--- src/rtl/vectorgates_pkg.sv ---
// rtl/vectorgates_pkg.sv - shared constants and types for the vector-gate operand loader
package vectorgates_pkg;

  localparam int OPERAND_W  = 3;
  localparam int FRAME_BITS = 7;
  localparam int IDX_W      = $clog2(FRAME_BITS);

  typedef enum logic {
    IDLE  = 1'b0,
    SHIFT = 1'b1
  } state_e;

  typedef struct packed {
    logic [OPERAND_W-1:0] a;
    logic [OPERAND_W-1:0] b;
  } operand_pair_t;

endpackage

--- src/rtl/vectorgates_pair_fifo.sv ---
// rtl/vectorgates_pair_fifo.sv - small circular FIFO of operand pairs
module vectorgates_pair_fifo
  import vectorgates_pkg::*;
#(
  parameter int FIFO_DEPTH = 2,
  localparam int CNT_W     = $clog2(FIFO_DEPTH + 1),
  localparam int PTR_W     = (FIFO_DEPTH > 1) ? $clog2(FIFO_DEPTH) : 1
) (
  input  logic          clk,
  input  logic          rst_n,
  input  logic          push_i,
  input  operand_pair_t push_data_i,
  input  logic          pop_i,
  output operand_pair_t head_o,
  output logic          full_o,
  output logic          empty_o,
  output logic [CNT_W-1:0] count_o
);

  operand_pair_t       mem_q [FIFO_DEPTH];
  logic [PTR_W-1:0]    rd_ptr_q, rd_ptr_d;
  logic [PTR_W-1:0]    wr_ptr_q, wr_ptr_d;
  logic [CNT_W-1:0]    count_q, count_d;
  logic                do_push, do_pop;

  // Pointers wrap explicitly so non-power-of-two depths work.
  function automatic logic [PTR_W-1:0] ptr_next(input logic [PTR_W-1:0] p);
    if (p == PTR_W'(FIFO_DEPTH - 1)) begin
      return '0;
    end
    return p + PTR_W'(1);
  endfunction

  assign full_o  = (count_q == CNT_W'(FIFO_DEPTH));
  assign empty_o = (count_q == '0);
  assign count_o = count_q;
  assign head_o  = mem_q[rd_ptr_q];

  // A push into a full FIFO is legal only when the head leaves on the same edge.
  always_comb begin
    do_pop   = pop_i && !empty_o;
    do_push  = push_i && (!full_o || do_pop);
    rd_ptr_d = do_pop  ? ptr_next(rd_ptr_q) : rd_ptr_q;
    wr_ptr_d = do_push ? ptr_next(wr_ptr_q) : wr_ptr_q;
    count_d  = count_q + CNT_W'(do_push) - CNT_W'(do_pop);
  end

  // Pointer, occupancy and storage registers.
  always_ff @(posedge clk or negedge rst_n) begin
    if (!rst_n) begin
      rd_ptr_q <= '0;
      wr_ptr_q <= '0;
      count_q  <= '0;
      for (int i = 0; i < FIFO_DEPTH; i++) begin
        mem_q[i] <= '0;
      end
    end else begin
      rd_ptr_q <= rd_ptr_d;
      wr_ptr_q <= wr_ptr_d;
      count_q  <= count_d;
      if (do_push) begin
        mem_q[wr_ptr_q] <= push_data_i;
      end
    end
  end

endmodule

--- src/rtl/vectorgates_operand_loader.sv ---
// rtl/vectorgates_operand_loader.sv - serial frame deserialiser with parity check and operand FIFO
module vectorgates_operand_loader
  import vectorgates_pkg::*;
#(
  parameter int FIFO_DEPTH = 2,
  parameter int ERR_CNT_W  = 8
) (
  input  logic                 clk,
  input  logic                 rst_n,
  input  logic                 sin_valid,
  input  logic                 sin_start,
  input  logic                 sin_data,
  output logic [OPERAND_W-1:0] a,
  output logic [OPERAND_W-1:0] b,
  output logic                 out_valid,
  input  logic                 out_ready,
  output logic                 par_err,
  output logic                 ovf,
  output logic                 busy,
  output logic [ERR_CNT_W-1:0] err_cnt
);

  localparam int CNT_W = $clog2(FIFO_DEPTH + 1);

  state_e                state_q, state_d;
  logic [IDX_W-1:0]      idx_q, idx_d;
  logic [FRAME_BITS-1:0] shreg_q, shreg_d;
  logic                  par_err_q, par_err_d;
  logic                  ovf_q, ovf_d;
  logic [ERR_CNT_W-1:0]  err_cnt_q, err_cnt_d;

  logic                  bit_start, bit_shift, last_bit, abort;
  logic                  parity_bad, pop, push, push_ok, err_evt;
  logic [FRAME_BITS-1:0] frame_w;
  operand_pair_t         push_data, head;
  logic                  fifo_full, fifo_empty;
  logic [CNT_W-1:0]      fifo_count;

  // Bit classification: a start bit always opens a frame, other bits only count in SHIFT.
  always_comb begin
    bit_start  = sin_valid && sin_start;
    bit_shift  = sin_valid && !sin_start && (state_q == SHIFT);
    last_bit   = bit_shift && (idx_q == IDX_W'(FRAME_BITS - 1));
    abort      = bit_start && (state_q == SHIFT);
    frame_w    = {sin_data, shreg_q[FRAME_BITS-2:0]};
    parity_bad = ^frame_w;
    pop        = out_valid && out_ready;
    push_ok    = !fifo_full || pop;
    push       = last_bit && !parity_bad && push_ok;
    push_data.a = frame_w[OPERAND_W-1:0];
    push_data.b = frame_w[2*OPERAND_W-1:OPERAND_W];
    par_err_d  = last_bit && parity_bad;
    ovf_d      = last_bit && !parity_bad && !push_ok;
    err_evt    = abort || par_err_d || ovf_d;
  end

  // FSM state register.
  always_ff @(posedge clk or negedge rst_n) begin
    if (!rst_n) begin
      state_q <= IDLE;
    end else begin
      state_q <= state_d;
    end
  end

  // FSM next state: an abort restarts inside SHIFT, the seventh bit returns to IDLE.
  always_comb begin
    state_d = state_q;
    case (state_q)
      IDLE:    if (bit_start) state_d = SHIFT;
      SHIFT:   if (last_bit)  state_d = IDLE;
      default: state_d = IDLE;
    endcase
  end

  // FSM outputs: busy reflects the registered state only.
  always_comb begin
    busy = (state_q == SHIFT);
  end

  // Shift register and bit index; the index holds through stall cycles.
  always_comb begin
    shreg_d = shreg_q;
    idx_d   = idx_q;
    if (bit_start) begin
      shreg_d    = '0;
      shreg_d[0] = sin_data;
      idx_d      = IDX_W'(1);
    end else if (bit_shift) begin
      shreg_d[idx_q] = sin_data;
      idx_d          = last_bit ? '0 : idx_q + IDX_W'(1);
    end
  end

  // Error counter saturates at all-ones; at most one event can occur per cycle.
  always_comb begin
    err_cnt_d = err_cnt_q;
    if (err_evt && (err_cnt_q != '1)) begin
      err_cnt_d = err_cnt_q + ERR_CNT_W'(1);
    end
  end

  // Datapath and pulse registers.
  always_ff @(posedge clk or negedge rst_n) begin
    if (!rst_n) begin
      idx_q     <= '0;
      shreg_q   <= '0;
      par_err_q <= 1'b0;
      ovf_q     <= 1'b0;
      err_cnt_q <= '0;
    end else begin
      idx_q     <= idx_d;
      shreg_q   <= shreg_d;
      par_err_q <= par_err_d;
      ovf_q     <= ovf_d;
      err_cnt_q <= err_cnt_d;
    end
  end

  vectorgates_pair_fifo #(
    .FIFO_DEPTH (FIFO_DEPTH)
  ) u_fifo (
    .clk         (clk),
    .rst_n       (rst_n),
    .push_i      (push),
    .push_data_i (push_data),
    .pop_i       (pop),
    .head_o      (head),
    .full_o      (fifo_full),
    .empty_o     (fifo_empty),
    .count_o     (fifo_count)
  );

  // Head is forced to zero while the FIFO is empty so downstream never sees stale data.
  always_comb begin
    out_valid = (fifo_count != '0);
    a         = out_valid ? head.a : '0;
    b         = out_valid ? head.b : '0;
    par_err   = par_err_q;
    ovf       = ovf_q;
    err_cnt   = err_cnt_q;
  end

  // Occupancy and empty flag must always agree.
  always_ff @(posedge clk) begin
    if (rst_n) begin
      assert (fifo_empty == (fifo_count == '0));
    end
  end

endmodule
--- config.mk ---
export PLATFORM = sky130hd
export DESIGN_NAME = vectorgates_operand_loader
export DESIGN_NICKNAME = d
export VERILOG_FILES = /design/src/rtl/vectorgates_pkg.sv /design/src/rtl/vectorgates_pair_fifo.sv /design/src/rtl/vectorgates_operand_loader.sv
export SDC_FILE = /design/constraint.sdc
export NUM_CORES = 1
export LEC_CHECK = 0
export ABC_CLOCK_PERIOD_IN_PS = 3220
export BUFFER_PORTS_ARGS = -buffer_cell sky130_fd_sc_hd__buf_2
export CAP_MARGIN = 5
export CELL_PAD_IN_SITES_DETAIL_PLACEMENT = 1
export CELL_PAD_IN_SITES_GLOBAL_PLACEMENT = 1
export CORE_MARGIN = 1.5
export CORE_UTILIZATION = 35
export CTS_BUF_LIST = sky130_fd_sc_hd__clkbuf_8 sky130_fd_sc_hd__clkbuf_16
export DETAILED_ROUTE_END_ITERATION = 8
export PLACE_DENSITY = 0.73
export SETUP_SLACK_MARGIN = 0.15
export SLEW_MARGIN = 20
export SYNTH_ARGS = -nofsm -noshare
export SYNTH_HDL_FRONTEND = slang
export SYNTH_SLANG_ARGS = --single-unit
--- constraint.sdc ---
create_clock -name clk -period 3.22 [get_ports clk]
set_input_delay 0.161 -clock clk [delete_from_list [all_inputs] [get_ports clk]]
set_output_delay 0.161 -clock clk [all_outputs]
set_load 0.05 [all_outputs]
==> impl_metrics.env, run 1 <==
export IMPL_arrival_ns=2.56
export IMPL_yosys_area_top_type="dfrtp_1"
export IMPL_cts_root_buf="clkbuf_8"
export IMPL_postCtsHoldBufs=0
export IMPL_slew_viol_final=0
export IMPL_power_density_nw_per_um2=687.8
export IMPL_cp_data_required_time_ns=3.39
export IMPL_syn_cell_area_um2=1815
export IMPL_hpwlAfterDp_mm=2.615
export IMPL_start_util=0.3600
export IMPL_start_kind="flip-flop"
export IMPL_crit_fanout=7
export IMPL_wl_per_cell_um=14.27
export IMPL_power_share_sequential=0.431
export IMPL_worstSkewPairLatency_ns=0.28
export IMPL_syn_nets=171
export IMPL_drive_gt1_frac=0.2727
export IMPL_cts_tree="built"
export IMPL_io_buffers=23
export IMPL_synth_cells=161
export IMPL_reg2regPathDepth=7
export IMPL_fin_crit_ns=2.395
export IMPL_antenna_left=0
export IMPL_p_switching_mw=0.5476
export IMPL_syn_area_per_cell_um2=11.28
export IMPL_rows=26
export IMPL_nFillCells=569
export IMPL_h_tree_depth=2
export IMPL_grt_pass1_wl_mm=5.878
export IMPL_tightestPinTransition_ns=0.8236
export IMPL_post_cts_buffers=0
export IMPL_ir_drop_v=0.0004771
export IMPL_ys_seq_area_frac=0.4962
export IMPL_intPower_mw=0.8922
export IMPL_grt_max_degree=37
export IMPL_layout_commonest_cell="dfrtp_1"
export IMPL_worstSetupEndpointType="flip-flop"
export IMPL_cts_made_buffers=5
export IMPL_criticalPathCategory="flip-flop to flip-flop"
export IMPL_rrSetupSlack_ns=0.82
export IMPL_drt_iter0_drc=41
export IMPL_postLayoutSetupSlackWorst_ns=0.8247
export IMPL_critPathLaunch="idx_q[0]"
export IMPL_mostFrequentLayoutCells="36 x dfrtp_1, 23 x buf_2, 20 x nor2_1, 9 x nand2_1, 9 x mux2i_1"
export IMPL_fp_coreArea_um2=5042
export IMPL_grt_usage=0.1427
export IMPL_remaining_drc_errors=0
export IMPL_ys_types=35
export IMPL_setup_viol=0
export IMPL_final_period_utilization=0.7439
export IMPL_antenna_found_initial=0
export IMPL_power_leakage_nw=1.060
export IMPL_fin_hold_ws_ns=-0.03206
export IMPL_die_y_um=75.02
export IMPL_routed_via_density=4.774
export IMPL_gp_congestion=0.7777
export IMPL_fin_skew_ns=0.007077
export IMPL_hold_path_class="input pin to async pin"
export IMPL_ys_ff_latch=36
export IMPL_cts_sinks=36
export IMPL_swShare=0.3803
export IMPL_grt_pass1_vias=1210
export IMPL_top_level_ports=24
export IMPL_relSlewSlack=0.4510
export IMPL_clkTransAtPathRegs_ns=0.07
export IMPL_fmax_mhz=417.5
export IMPL_tns_ns=0
export IMPL_maxCapViolCount=0
export IMPL_nets=197
export IMPL_totalWireLength_mm=3.667
export IMPL_p_comb_frac=0.328
export IMPL_grt_remaining_overflow=0
export IMPL_crit_end="u_fifo.mem_q[4]"
export IMPL_worst_r2r_endpoint="u_fifo.mem_q[4]"
export IMPL_num_antenna_cells=0
export IMPL_status="finished, violations left"
export IMPL_hold_viol=36
export IMPL_r2r_start="idx_q[0]"
export IMPL_firstDrtPassIters=3
export IMPL_pre_cts_ws_ns=0.8314
export IMPL_post_cts_resized=0
export IMPL_netlist_area_leader_share=0.4962
export IMPL_rsz0062_at_grt="no"
export IMPL_violations="hold timing"
export IMPL_area_delta_synth_final_pct=15.30
export IMPL_clock_path_buffers=2
export IMPL_dieArea_um2=5628
export IMPL_synthTopCellsByArea="dfrtp_1 50%, mux2i_1 5.0%, mux2_2 5.0%, mux2_4 5.0%, nor2_1 4.1%"
export IMPL_ys_warn_count=0
export IMPL_die_w_um=75.02
export IMPL_clock_power_share=0.241
export IMPL_via_count=1227
-- metrics by stage --
stage | util | area [µm²] | hold WS, ns | std cells | power (mW)
floorplan | - | 1815 | -0.1346 | 161 | 0.9790
global route | 0.4151 | 2093 | 0.03314 | 257 | 1.522
finish | 0.4151 | 2093 | -0.03206 | 257 | 1.440
global placement | 0.3960 | 1997 | 0.3034 | 250 | 1.094
detailed placement | 0.3960 | 1997 | 0.3122 | 250 | 1.110
CTS | 0.4151 | 2093 | 0.001339 | 257 | 1.463
-- area by class of cell --
cell class,count,area (µm²),share of cell area
sequential,36,900.9,0.4304
clock buffer,7,96.34,0.04603
tap,70,87.58,0.04184
multi-input combinational,116,870.8,0.4160
timing repair buffer,24,122.6,0.05858
inverter,4,15.01,0.007173
-- power groups by stage --
stage | clock (mW) | combinational, mW | sequential (mW)
2_1_floorplan | 0 | 0.279 | 0.700
3_3_place_gp | 0 | 0.469 | 0.626
3_5_place_dp | 0 | 0.478 | 0.632
4_1_cts | 0.359 | 0.481 | 0.623
5_1_grt | 0.374 | 0.513 | 0.635
6_report | 0.346 | 0.472 | 0.621
-- state kept, by name, indices dropped and copies added, names as in the netlist --
register and count:
u_fifo.mem_q 12, err_cnt 8, shreg_q 6, idx_q 3, u_fifo.count_o 2, busy 1, ovf 1, par_err 1
u_fifo.rd_ptr_q 1, u_fifo.wr_ptr_q 1
-- critical path: stages (launching register included) --
cell and delay (ns):
dfrtp_1 0.44, inv_1 0.11, ha_1 0.20, nand2_1 0.08, or3_1 0.37, or3_1 0.51
nor2_4 0.21, mux2_2 0.36
-- kinds of logic after synthesis --
group / share of synthesized area
simple gates: 0.1675
flops: 0.4962
mux: 0.1489
compound gates: 0.05307
xor+xnor: 0.08270
buf+inv: 0.02412
fa+ha+maj: 0.02757
-- cells in the mapped netlist, drive strengths merged --
master / count
o21a: 2
a22o: 2
mux2i: 9
ha: 4
dfrtp: 36
mux2: 14
nand3: 4
clkbuf: 2
o21ai: 5
nand4: 2
a21oi: 4
buf: 3
nor3b: 1
nor4: 1
xnor3: 2
a31o: 1
nor3: 7
nor2: 21
xor2: 7
o21ba: 1
nand3b: 1
nand2b: 3
and3: 2
nand2: 10
or3: 2
and2: 2
or2: 1
inv: 4
xnor2: 5
nor2b: 3
-- worst min path at each step --
stage                 endpoint  cells after the start  slack [ns]  start
floorplan                 busy                      0       -0.13  rst_n
finish              err_cnt[7]                      1       -0.03  rst_n
detailed placement  err_cnt[2]                      1        0.31  rst_n
CTS                 err_cnt[7]                      1       0.001  rst_n
global placement    err_cnt[6]                      1        0.30  rst_n
global route              busy                      1        0.03  rst_n
-- layer usage --
metal	track usage	share of wire
met1	0.1858	0.49
met2	0.2321	0.47
met3	0.03213	0.027
met4	0.05455	0.016
met5	0	0
(Power assumes the default switching activity.)
==> inputs of run 2 (changes only) <==
Settings changed: ABC_AREA from default to 1, ABC_CLOCK_PERIOD_IN_PS 3220 to 2050, PLACE_DENSITY 0.73 to 0.79.
Clock period 3.22 ns to 2.05 ns, I/O delays scaled along.
==> run 2 against run 1 <==
Sequential power is 66% higher. Utilization is 0.28 points higher. The flow now finishes without violations. Non-clock buffer count is 1 higher. Routed wire length is 23% higher. Critical path depth is 1 higher. Flip-flop and latch count stayed put. Highest routed layer unchanged. Clock-buffer cell count is 2 lower. Final cell count is 34% higher. Fmax is 41% higher. Synthesized area is 9.0% higher. Hold slack better by 0.13 ns. Largest power group is now combinational cells. Register-to-register slack worse by 0.48 ns.
==> impl_metrics.env, run 2 <==
export IMPL_status="finished, final reports clean"
export IMPL_synth_edf_count=0
export IMPL_totalWireLength_mm=4.518
export IMPL_worstSkewPairLatency_ns=0.30
export IMPL_final_cells=345
export IMPL_power_leakage_nw=1.260
export IMPL_setup_viol=0
export IMPL_fin_skew_ns=0.006100
export IMPL_ir_drop_v=0.0003263
export IMPL_drt_iter0_drc=66
export IMPL_antenna_found_initial=0
export IMPL_die_y_um=78.20
export IMPL_start_util=0.3617
export IMPL_hpwlAfterDp_mm=3.313
export IMPL_io_buffers=23
export IMPL_area_delta_synth_final_pct=15.55
export IMPL_clkTransAtPathRegs_ns=0.08
export IMPL_ys_seq_area_frac=0.4551
export IMPL_hold_path_class="input pin to flip-flop"
export IMPL_reg2regPathDepth=8
export IMPL_grt_pass1_vias=1747
export IMPL_final_period_utilization=0.8307
export IMPL_fp_coreArea_um2=5473
export IMPL_dieArea_um2=6115
export IMPL_post_cts_resized=0
export IMPL_syn_cell_area_um2=1979
export IMPL_cts_sinks=36
export IMPL_cts_made_buffers=5
export IMPL_syn_nets=253
export IMPL_yosys_area_share_simple=0.2952
export IMPL_yosys_area_top_type="dfrtp_1"
export IMPL_final_seq_area_um2=900.9
export IMPL_slew_viol_final=0
export IMPL_via_count=1606
export IMPL_placedCellCount=336
export IMPL_gp_congestion=0.7833
export IMPL_cts_tree="built"
export IMPL_antenna_left=0
export IMPL_synthMuxAreaShare=0
export IMPL_tns_ns=0
export IMPL_clock_path_buffers=2
export IMPL_ys_ff_latch=36
export IMPL_firstDrtPassIters=4
export IMPL_maxCapViolCount=0
export IMPL_cp_data_required_time_ns=2.24
export IMPL_synth_cells_most_frequent="82 x nand2_1, 36 x dfrtp_1, 26 x inv_1"
export IMPL_criticalPathCategory="flip-flop to flip-flop"
export IMPL_grt_remaining_overflow=0
export IMPL_synthFlopType="dfrtp_1"
export IMPL_grt_max_degree=37
export IMPL_grt_usage=0.1638
export IMPL_rsz0062_at_grt="no"
export IMPL_tightestPinTransition_ns=0.8344
export IMPL_power_density_nw_per_um2=1184
export IMPL_grt_pass1_wl_mm=7.838
export IMPL_mostFrequentLayoutCells="82 x nand2_1, 36 x dfrtp_1, 26 x inv_1, 23 x buf_2, 16 x nand3_1"
export IMPL_rows=27
export IMPL_holdPathStages=3
export IMPL_relSlewSlack=0.4437
export IMPL_layout_commonest_cell="nand2_1"
export IMPL_ys_warn_count=0
export IMPL_syn_area_per_cell_um2=8.146
export IMPL_routed_via_density=4.655
export IMPL_fin_crit_ns=1.703
export IMPL_synth_top_family_by_area="simple AND/OR/NAND/NOR gates"
export IMPL_ys_types=22
export IMPL_arrival_ns=1.90
export IMPL_worstSetupEndpointType="flip-flop"
export IMPL_cts_root_buf="clkbuf_8"
export IMPL_die_w_um=78.20
export IMPL_synth_compound_area_frac=0.1081
export IMPL_start_kind="flip-flop"
export IMPL_num_antenna_cells=0
export IMPL_largest_register="u_fifo.mem_q"
export IMPL_ys_async_sr_fraction=1.000
export IMPL_post_cts_buffers=0
export IMPL_synthTopCellsByArea="dfrtp_1 46%, nand2_1 16%, o21ai_2 5.3%, inv_1 4.9%, nand3_1 4.0%"
export IMPL_synth_xor_area_frac=0.04425
export IMPL_postCtsHoldBufs=1
export IMPL_drive_gt1_frac=0.2271
export IMPL_synthAdderAreaFrac=0.02528
export IMPL_wl_per_cell_um=13.10
export IMPL_multiInputGateArea_um2=935.9
export IMPL_synth_cells=243
export IMPL_yosysMostFrequentCell="nand2_1"
export IMPL_top_level_ports=24
export IMPL_h_tree_depth=2
export IMPL_largest_register_ffs=12
export IMPL_remaining_drc_errors=0
export IMPL_crit_fanout=9
export IMPL_nets=282
export IMPL_hold_viol=0
export IMPL_fmax_mhz=587.2
export IMPL_netlist_area_leader_share=0.4551
export IMPL_nFillCells=693
run 2: metal layers:
metal / vias up / share of wire / track usage
met5: - / 0 / 0
met4: 0 / 0.017 / 0.06607
met3: 7 / 0.025 / 0.03256
met2: 17 / 0.49 / 0.2852
met1: 759 / 0.46 / 0.1976
li1: 823 / - / -
run 2: critical path, cell delays in order, from the launching register on:
cell	delay, ns
dfrtp_1	0.42
ha_1	0.22
nand3_1	0.13
nor2_1	0.17
nand4_2	0.28
nand3_1	0.17
inv_1	0.07
nand3_1	0.08
nand2_1	0.06
run 2: logic make-up after synthesis:
kind of cell    count (synthesis)
xor+xnor                       10
buf+inv                        34
simple gates                  126
compound gates                 33
flops                          36
fa+ha+maj                       4
run 2: report_power, final:
part / internal, mW / leakage (nW) / switching (mW)
clock network: 0.360 / 0.0541 / 0.280
registers: 0.859 / 0.474 / 0.168
logic: 0.306 / 0.732 / 0.735
run 2: cell type report:
type,instances,share of cell area
Timing Repair Buffer,25,0.05799
Clock inverter,3,0.01860
Clock buffer,5,0.03009
Tap cell,72,0.03939
Sequential cell,36,0.3939
Multi-Input combinational cell,173,0.4092
Inverter,31,0.05088
run 2: through the flow:
stage,hold slack [ns],utilization,setup WS [ns],instance area [µm²],total power [mW]
2_1_floorplan,-0.1931,-,0.2126,1979,1.801
3_3_place_gp,0.2532,0.3957,0.3953,2166,2.037
3_5_place_dp,0.2498,0.3957,0.3455,2166,2.095
4_1_cts,0.1031,0.4179,0.3259,2287,2.741
5_1_grt,0.1314,0.4179,0.1818,2287,2.891
6_report,0.09916,0.4179,0.3471,2287,2.707
run 2: path summary, 6_finish.rpt:
path	start	endpoint	slack, ns
worst max-delay path	err_cnt[1]	err_cnt[6]	0.35
worst min-delay path	sin_data	shreg_q[0]	0.1
worst max register to register	err_cnt[1]	err_cnt[6]	0.35
worst min register to register	u_fifo.mem_q[10]	u_fifo.mem_q[10]	0.49
max in group asynchronous	rst_n	err_cnt[1]	1.09
min in group asynchronous	rst_n	u_fifo.mem_q[0]	0.44
==> inputs of run 3 (changes only) <==
Settings changed: ABC_CLOCK_PERIOD_IN_PS 2050 to 1700, PLACE_DENSITY 0.79 to 0.76.
Clock period 2.05 ns to 1.7 ns, I/O delays scaled along.
==> run 3 against run 2 <==
Register-to-register slack worse by 0.23 ns. Clock-buffer cell count did not move. Combinational power up 57%. Setup slack worse by 0.23 ns. Flip-flop and latch count stayed put. Sequential power up 25%. Critical path depth is 4 higher. Utilization is 6.9 points higher. Critical endpoint is now u_fifo.mem_q[5]. Highest routed layer unchanged.
==> impl_metrics.env, run 3 (same netlist as run 2, synthesis figures left out) <==
export IMPL_status="finished, final reports clean"
export IMPL_post_dp_cell_area_um2=2292
export IMPL_cpMostUsedCell="nand2_1"
export IMPL_swShare=0.4484
export IMPL_nets=302
export IMPL_grt_pass1_wl_mm=8.273
export IMPL_setup_viol=0
export IMPL_postLayoutSetupSlackWorst_ns=0.1134
export IMPL_via_count=1780
export IMPL_cts_made_buffers=5
export IMPL_critPathLaunch="shreg_q[2]"
export IMPL_fp_coreArea_um2=5473
export IMPL_largest_register_ffs=12
export IMPL_rrSetupSlack_ns=0.11
export IMPL_largest_register="u_fifo.mem_q"
export IMPL_layout_commonest_cell="nand2_1"
export IMPL_crit_end="u_fifo.mem_q[5]"
export IMPL_fmax_mhz=630.3
export IMPL_num_antenna_cells=0
export IMPL_cts_tree="built"
export IMPL_hold_path_class="input pin to flip-flop"
export IMPL_start_util=0.3617
export IMPL_fin_hold_ws_ns=0.06367
export IMPL_gp_congestion=0.8285
export IMPL_r2r_start="shreg_q[2]"
export IMPL_power_density_nw_per_um2=1379
export IMPL_design_area_um2=2665
export IMPL_maxCapViolCount=0
export IMPL_totalWireLength_mm=5.373
export IMPL_hold_start="sin_data"
export IMPL_grt_remaining_overflow=0
export IMPL_power_leakage_nw=1.388
export IMPL_drt_iter0_drc=33
export IMPL_max_stage_delay_ns=0.40
export IMPL_p_comb_frac=0.443
export IMPL_tns_ns=0
export IMPL_worstSetupEndpointType="flip-flop"
export IMPL_io_buffers=23
export IMPL_pre_cts_ws_ns=-0.01776
export IMPL_critPathTopFamily="simple AND/OR/NAND/NOR gates"
export IMPL_die_w_um=78.20
export IMPL_cts_sinks=36
export IMPL_crit_fanout=6
export IMPL_p_switching_mw=1.648
export IMPL_intPower_mw=2.027
export IMPL_hold_viol=0
export IMPL_reg2regPathDepth=12
export IMPL_wl_met3_um=116
export IMPL_fin_crit_ns=1.587
export IMPL_final_cells=365
export IMPL_arrival_ns=1.77
export IMPL_cp_data_required_time_ns=1.89
export IMPL_tightestPinTransition_ns=0.4837
export IMPL_top_level_ports=24
export IMPL_cts_root_buf="clkbuf_8"
export IMPL_relSlewSlack=0.6775
export IMPL_path_cells="inv_2 > nand2_1 > nand2_1 > nand2_1 > nand2_2 > nand2_4 > nand2_2 > nand3_4 > inv_8 > nand2_8 > nand2_4 > o21ai_2"
export IMPL_remaining_drc_errors=0
export IMPL_power_share_sequential=0.352
export IMPL_rsz0062_at_grt="yes"
export IMPL_final_period_utilization=0.9333
export IMPL_worst_r2r_endpoint="u_fifo.mem_q[5]"
export IMPL_criticalPathCategory="flip-flop to flip-flop"
export IMPL_grt_pass1_vias=1764
export IMPL_clock_path_buffers=2
export IMPL_crit_buf_inv=2
export IMPL_dr_wl_met2_mm=2.765
export IMPL_wl_per_cell_um=14.72
export IMPL_routed_top_layer="met4"
export IMPL_critPathSlowestCell="dfrtp_1"
export IMPL_power_mw=3.674
export IMPL_grt_usage=0.1751
export IMPL_worstSkewPairLatency_ns=0.29
export IMPL_dieArea_um2=6115
export IMPL_die_y_um=78.20
export IMPL_drive_gt1_frac=0.4130
export IMPL_clock_power_share=0.206
export IMPL_fin_skew_ns=0.004446
export IMPL_grt_max_degree=37
export IMPL_hpwlAfterDp_mm=3.483
export IMPL_worst_path_stages=12
export IMPL_firstDrtPassIters=4
export IMPL_area_delta_synth_final_pct=34.64
export IMPL_antenna_found_initial=0
export IMPL_utilization=0.4870
export IMPL_start_kind="flip-flop"
export IMPL_h_tree_depth=2
export IMPL_slew_viol_final=0
export IMPL_met1_length_mm=2.381
export IMPL_rows=27
export IMPL_ir_drop_v=0.0005493
export IMPL_clkTransAtPathRegs_ns=0.07
export IMPL_mostFrequentLayoutCells="60 x nand2_1, 31 x dfrtp_1, 24 x inv_1, 21 x buf_2, 19 x buf_4"
export IMPL_routed_via_density=4.877
export IMPL_antenna_left=0
export IMPL_placedCellCount=346
-- run 3: worst reg2reg max path: stages (launching register included) --
cell,delay (ns)
dfrtp_1,0.40
inv_2,0.09
nand2_1,0.06
nand2_1,0.09
nand2_1,0.08
nand2_2,0.11
nand2_4,0.07
nand2_2,0.09
nand3_4,0.11
inv_8,0.13
nand2_8,0.10
nand2_4,0.10
o21ai_2,0.05
-- run 3: area by class of cell --
cell class	instances	area, µm²
Tap cell	72	90.09
Fill cell	688	2808
Multi-Input combinational cell	176	1171
Clock inverter	3	38.79
Clock buffer	5	68.82
Timing Repair Buffer	42	265.3
Sequential cell	36	907.1
Inverter	31	123.9
-- run 3: power groups by stage --
stage | clock network [mW] | logic [mW] | registers, mW
floorplan | 0 | 0.840 | 1.38
global placement | 0 | 1.33 | 1.26
detailed placement | 0 | 1.38 | 1.27
CTS | 0.774 | 1.44 | 1.27
global route | 0.808 | 1.79 | 1.32
finish | 0.756 | 1.63 | 1.29
-- run 3: what timing repair did --
| item | in CTS | in global routing |
|---|---|---|
| endpoints found under the hold margin | 36 | 0 |
| resized for setup | 11 | 34 |
| setup endpoints to repair | 27 | 28 |
| hold buffers | 1 | 0 |
| pin swaps | 2 | 7 |
| buffers inserted | 2 | 5 |
| cloned | 1 | 2 |
-- run 3: worst min-delay path by stage --
stage | endpoint | slack [ns] | depth (start not counted)
after floorplan | busy | -0.21 | 0
after global placement | shreg_q[4] | 0.16 | 2
after detailed placement | shreg_q[4] | 0.16 | 2
after CTS | shreg_q[0] | 0.06 | 3
after global routing | shreg_q[0] | 0.09 | 3
final | shreg_q[0] | 0.06 | 3
-- run 3: routing by layer --
| layer | track usage | vias up |
|---|---|---|
| li1 | - | 874 |
| met1 | 0.2221 | 876 |
| met2 | 0.2948 | 19 |
| met3 | 0.02442 | 11 |
| met4 | 0.08036 | 0 |
| met5 | 0 | - |
